### config.mk
export PLATFORM = sky130hd
export DESIGN_NAME = pw_shift_tx
export DESIGN_NICKNAME = d
export VERILOG_FILES = /design/src/rtl/pw_pkg.sv /design/src/rtl/sync2.sv /design/src/rtl/pw_shift_tx.sv
export SDC_FILE = /design/constraint.sdc
export NUM_CORES = 1
export LEC_CHECK = 0
export CAP_MARGIN = 20
export CORE_MARGIN = 5
export CORE_UTILIZATION = 49
export CTS_CLUSTER_DIAMETER = 200
export DETAILED_ROUTE_END_ITERATION = 7
export HOLD_SLACK_MARGIN = 0.02
export PLACE_DENSITY = 0.82
export SETUP_SLACK_MARGIN = 0.1
export SLEW_MARGIN = 25
export SYNTH_ARGS = -nofsm -noshare
export SYNTH_HDL_FRONTEND = slang
export SYNTH_SLANG_ARGS = --single-unit
### constraint.sdc
create_clock -name clk -period 1.96 [get_ports clk]
set_clock_uncertainty 0.05 [all_clocks]
set_input_delay 0.49 -clock clk [delete_from_list [all_inputs] [get_ports clk]]
set_output_delay 0.49 -clock clk [all_outputs]
set_load 0.01 [all_outputs]
### src/rtl/pw_pkg.sv
// Shared types and constants for the serial password transmitter.
// This covers the FSM state type, the default timing and the reference password.
package pw_pkg;

  typedef enum logic [2:0] {
    ST_IDLE,
    ST_SETUP,
    ST_HIGH,
    ST_HOLD,
    ST_CHECK,
    ST_DONE
  } tx_state_t;

  localparam int PW_WIDTH  = 64;
  localparam int DEF_SETUP = 4;
  localparam int DEF_HIGH  = 4;
  localparam int DEF_HOLD  = 4;
  localparam int DEF_CHECK = 8;

  localparam logic [63:0] PW_GOOD = 64'h39C3_ADF0_E798_E1BC;

  function automatic int max5(input int a, input int b, input int c,
                              input int e, input int f);
    int m;
    m = a;
    if (b > m) m = b;
    if (c > m) m = c;
    if (e > m) m = e;
    if (f > m) m = f;
    return m;
  endfunction

endpackage

### src/rtl/sync2.sv
// Two-flop synchroniser for a single asynchronous level.
// The reset clears both stages to 0.
module sync2 (
  input  logic clk_i,
  input  logic rst_i,
  input  logic d_i,
  output logic q_o
);

  logic s1_q, s2_q;

  always_ff @(posedge clk_i) begin
    if (rst_i) begin
      s1_q <= 1'b0;
      s2_q <= 1'b0;
    end else begin
      s1_q <= d_i;
      s2_q <= s1_q;
    end
  end

  assign q_o = s2_q;

endmodule

### src/rtl/pw_shift_tx.sv
// Shifts a password MSB-first into a shift-register lock.
// The shift strobe has programmable setup/high/hold timing; after the last bit the lock's correct flag is sampled.
module pw_shift_tx
  import pw_pkg::*;
#(
  parameter int WIDTH        = PW_WIDTH,
  parameter int SETUP_CYCLES = DEF_SETUP,
  parameter int HIGH_CYCLES  = DEF_HIGH,
  parameter int HOLD_CYCLES  = DEF_HOLD,
  parameter int CHECK_CYCLES = DEF_CHECK
) (
  input  logic             clk,
  input  logic             rst,
  input  logic             start,
  input  logic [WIDTH-1:0] word,
  input  logic             correct,
  output logic             shift,
  output logic             d,
  output logic             busy,
  output logic             done,
  output logic             match
);

  localparam int CW = $clog2(max5(WIDTH, SETUP_CYCLES, HIGH_CYCLES,
                                  HOLD_CYCLES, CHECK_CYCLES) + 1);

  localparam logic [CW-1:0] S_LAST = CW'(SETUP_CYCLES - 1);
  localparam logic [CW-1:0] H_LAST = CW'(HIGH_CYCLES - 1);
  localparam logic [CW-1:0] L_LAST = CW'(HOLD_CYCLES - 1);
  localparam logic [CW-1:0] C_LAST = CW'(CHECK_CYCLES - 1);
  localparam logic [CW-1:0] B_LAST = CW'(WIDTH - 1);

  tx_state_t        state_q, state_d;
  logic [CW-1:0]    cnt_q, cnt_d;
  logic [CW-1:0]    bit_q, bit_d;
  logic [WIDTH-1:0] sr_q, sr_d, sr_shl;
  logic             shift_q, shift_d;
  logic             d_q, d_d;
  logic             busy_q, busy_d;
  logic             done_q, done_d;
  logic             match_q, match_d;
  logic             corr_sync;

  sync2 u_sync (
    .clk_i (clk),
    .rst_i (rst),
    .d_i   (correct),
    .q_o   (corr_sync)
  );

  assign sr_shl = sr_q << 1;

  always_comb begin
    state_d = state_q;
    cnt_d   = cnt_q;
    bit_d   = bit_q;
    sr_d    = sr_q;
    shift_d = shift_q;
    d_d     = d_q;
    busy_d  = busy_q;
    done_d  = 1'b0;
    match_d = match_q;
    case (state_q)
      ST_IDLE: begin
        if (start) begin
          sr_d    = word;
          bit_d   = B_LAST;
          d_d     = word[WIDTH-1];
          busy_d  = 1'b1;
          match_d = 1'b0;
          cnt_d   = '0;
          state_d = ST_SETUP;
        end
      end
      ST_SETUP: begin
        if (cnt_q == S_LAST) begin
          cnt_d   = '0;
          shift_d = 1'b1;
          state_d = ST_HIGH;
        end else begin
          cnt_d = cnt_q + CW'(1);
        end
      end
      ST_HIGH: begin
        if (cnt_q == H_LAST) begin
          cnt_d   = '0;
          shift_d = 1'b0;
          state_d = ST_HOLD;
        end else begin
          cnt_d = cnt_q + CW'(1);
        end
      end
      ST_HOLD: begin
        if (cnt_q == L_LAST) begin
          cnt_d = '0;
          if (bit_q == '0) begin
            d_d     = 1'b0;
            state_d = ST_CHECK;
          end else begin
            // next bit goes out on the same edge that restarts setup
            bit_d   = bit_q - CW'(1);
            sr_d    = sr_shl;
            d_d     = sr_shl[WIDTH-1];
            state_d = ST_SETUP;
          end
        end else begin
          cnt_d = cnt_q + CW'(1);
        end
      end
      ST_CHECK: begin
        if (cnt_q == C_LAST) begin
          cnt_d   = '0;
          match_d = corr_sync;
          done_d  = 1'b1;
          state_d = ST_DONE;
        end else begin
          cnt_d = cnt_q + CW'(1);
        end
      end
      ST_DONE: begin
        busy_d  = 1'b0;
        state_d = ST_IDLE;
      end
      default: state_d = ST_IDLE;
    endcase
  end

  always_ff @(posedge clk) begin
    if (rst) begin
      state_q <= ST_IDLE;
      cnt_q   <= '0;
      bit_q   <= '0;
      sr_q    <= '0;
      shift_q <= 1'b0;
      d_q     <= 1'b0;
      busy_q  <= 1'b0;
      done_q  <= 1'b0;
      match_q <= 1'b0;
    end else begin
      state_q <= state_d;
      cnt_q   <= cnt_d;
      bit_q   <= bit_d;
      sr_q    <= sr_d;
      shift_q <= shift_d;
      d_q     <= d_d;
      busy_q  <= busy_d;
      done_q  <= done_d;
      match_q <= match_d;
    end
  end

  assign shift = shift_q;
  assign d     = d_q;
  assign busy  = busy_q;
  assign done  = done_q;
  assign match = match_q;

endmodule
==> flow_summary.ini <==
[placed_design]
post-place-cells = 628
hpwl_mm = 7.46
io_buffers = 72
place_congestion = 0.817

[setup_path]
cp_max_fo = 17
crit_top_cell = buf_12
r2r_slack_ps = 50
max_stage_delay_ps = 360
r2r_cells = 8
worstSetupPathType = reg -> reg
path_cells = nor4_4 > nand2_2 > buf_4 > o31ai_4 > buf_12 > buf_12 > a21oi_1 > a211oi_2
timing.rr.start = cnt_q[6]
crit_slowest_cell = dfxtp_4
cp.arrival_ps = 2140
cp_data_required_time_ps = 2190
worst_setup_path_start_kind = flip-flop
rr_endpoint = sr_q[8]
end_kind = flip-flop

[drt]
ant_nets = 0
vias = 3890
drtIter0Drc = 232
vias_per_cell = 5.89
top_layer_used = met4
routedWlPerCell_um = 17.7
route.met2.wl_mm = 5.88
drt_wl_total_mm = 11.7
drc = 0
firstDrtPassIters = 6
wl_met1_mm = 4.90
wl_met3_um = 564

[synth]
ys_warn_count = 0
synth_area_um2 = 4580
ys_ff_latch = 87
synth-adder-area-share = 0.00819
synth_edf_count = 0
synth.mux.area_fraction = 0.138
synth_top_family_by_area = compound AO/OA/AOI/OAI gates
ys_seq_area_frac = 0.380
synth_largest_area_cell = dfxtp_1
netlist_instances = 447
synthArstFlopShare = 0
synth_xor_area_frac = 0.00955
syn_avg_cell_area_um2 = 10.3
synthFlopType = dfxtp_1
synthSimpleGateAreaFrac = 0.0838
synth_area_leaders = dfxtp_1 38%, a211oi_2 16%, mux2i_1 14%
syn_nets = 518
synth_common_cells = 87 x dfxtp_1, 74 x a21oi_1, 63 x mux2i_1
synth.most_common_cell = dfxtp_1
netlist.area_leader.share = 0.380
synth_cell_types = 52
synth_compound_gate_area_share = 0.309

[final_layout]
fillerInstances = 705
fin_nets = 615
fin_util = 0.662
final_cells = 660
antenna_cells = 0
area_delta_synth_final_pct = 32.9
drive_gt1_frac = 0.297

[hold_path]
min-delay-start = u_sync.s1_q
hold_class = reg -> reg
min_delay_worst_endpoint = u_sync.q_o
worstHoldPathCells = 1

[timing]
finalSetupViolations = 0
rsz0062_at_grt = true
slew-limit-headroom = 0.621
fmax_mhz = 524
worstMarginPinSlew_ps = 568
final_max_slew_viol_count = 0
finalCritPeriodShare = 0.974
period_needed_ps = 1910
holdWs_ps = 406
hold_viol = 0
setup-tns-final_ps = 0

[global_routing]
grt_pass1_vias = 3978
grt_use_total = 0.199
grt_pass1_wl_mm = 18.7
grt_overflow = 0
antenna_found_initial = 0
grt_max_degree = 55

[floorplan]
start_util = 0.499
rows = 35
dieArea_um2 = 11400
io_pins = 73
die_w_um = 107
core_area_um2 = 9200
die_y_um = 107

[clocking]
cts_buffers = 9
clockBufferDepth = 2
cts_hold_buf = 0
cts.sinks = 87
insertion_delay_ps = 360
root_buffer = clkbuf_8
cts.reportedPaths.clkPinSlew_ps = 90
cts_tree = done
cts_max_level = 3

[power]
p_leak_uw = 0.00266
peakVddDrop_uv = 348
powerDensity_nw_per_um2 = 740

[flow_run]
cap_violations = 0

[outcome]
status = complete, no violations
==> repair_timing <==
action	4_1_cts	5_1_grt
buffers inserted	10	5
resized for setup	14	17
endpoints found under the setup margin	67	70
pin swaps	9	26
gates cloned	0	2
==> layout make-up <==
cell class | instances | area (µm²) | area share
clock inverters | 5 | 104 | 0.0170
clock buffers | 11 | 151 | 0.0249
inverters | 9 | 33.8 | 0.00555
flip-flops and latches | 87 | 1750 | 0.288
well taps | 111 | 139 | 0.0228
multi-input cells | 308 | 2580 | 0.423
repair buffers | 129 | 1330 | 0.219
==> routing by layer <==
metal  vias to the layer above  GRT usage
li1                       1877          -
met1                      1887      0.247
met2                        99      0.339
met3                        27     0.0439
met4                         0     0.0731
met5                         -          0
==> flip-flops by register name (all words and copies together), names as in the netlist <==
register,count
busy,1
shift,1
cnt_q,7
done,1
bit_q,7
d,1
state_q,3
u_sync.s1_q,1
u_sync.q_o,1
sr_q,63
match,1
==> how the worst max path moves through the flow <==
| stage | end | startpoint |
|---|---|---|
| 6_report | sr_q[8] | cnt_q[6] |
| 5_1_grt | sr_q[18] | cnt_q[0] |
| 4_1_cts | sr_q[7] | cnt_q[5] |
| 3_5_place_dp | sr_q[7] | start |
| 3_3_place_gp | sr_q[7] | start |
| 2_1_floorplan | sr_q[10] | cnt_q[0] |
==> stage by stage <==
stage | area, µm² | setup slack [ps] | total power, µW
2_1_floorplan | 4600 | 94.7 | 2590
3_5_place_dp | 5570 | -85.7 | 2900
5_1_grt | 6090 | -16.9 | 4710
4_1_cts | 5950 | -30.5 | 4490
3_3_place_gp | 5570 | -44.5 | 2860
6_report | 6090 | 50.1 | 4510
==> report_power, final <==
group	internal, µW	leakage, µW	total [µW]	switching, µW
combinational	496	0.00181	947	451
clock	917	0.000130	1560	641
sequential	1920	0.000722	2000	87.9
==> logic make-up (layout without fill, tap and decap cells) <==
kind of cell | Yosys count | count (layout)
AO/OA/AOI/OAI | 171 | 171
XOR/XNOR | 5 | 5
adder cells (fa/ha/maj) | 3 | 3
buffers and inverters | 52 | 154
flip-flops | 87 | 87
multiplexers | 63 | 63
AND/OR/NAND/NOR | 66 | 66
==> critical path: cells and delay by family (launching register included) <==
kind	cells	cell delay [ps]
AO/OA/AOI/OAI	3	510
buffers and inverters	3	500
AND/OR/NAND/NOR	2	400
flip-flops	1	360
==> cells in the final DEF (no fill, tap or decap), types with 3 or more instances in the layout <==
cell type	instances
xor2_1	3
nand2_1	11
buf_4	39
dfxtp_1	81
nor2b_1	3
buf_6	7
dfxtp_2	4
clkdlybuf4s50_1	69
o21ai_0	7
and4_1	4
inv_1	8
clkbuf_8	11
buf_12	9
a211oi_1	4
nand3_1	5
a211oi_2	64
and3_1	3
bufinv_16	3
mux2i_1	63
a21oi_1	74
nor3_1	4
nor2_1	16
Note: power is estimated with default switching activity, not from simulation.
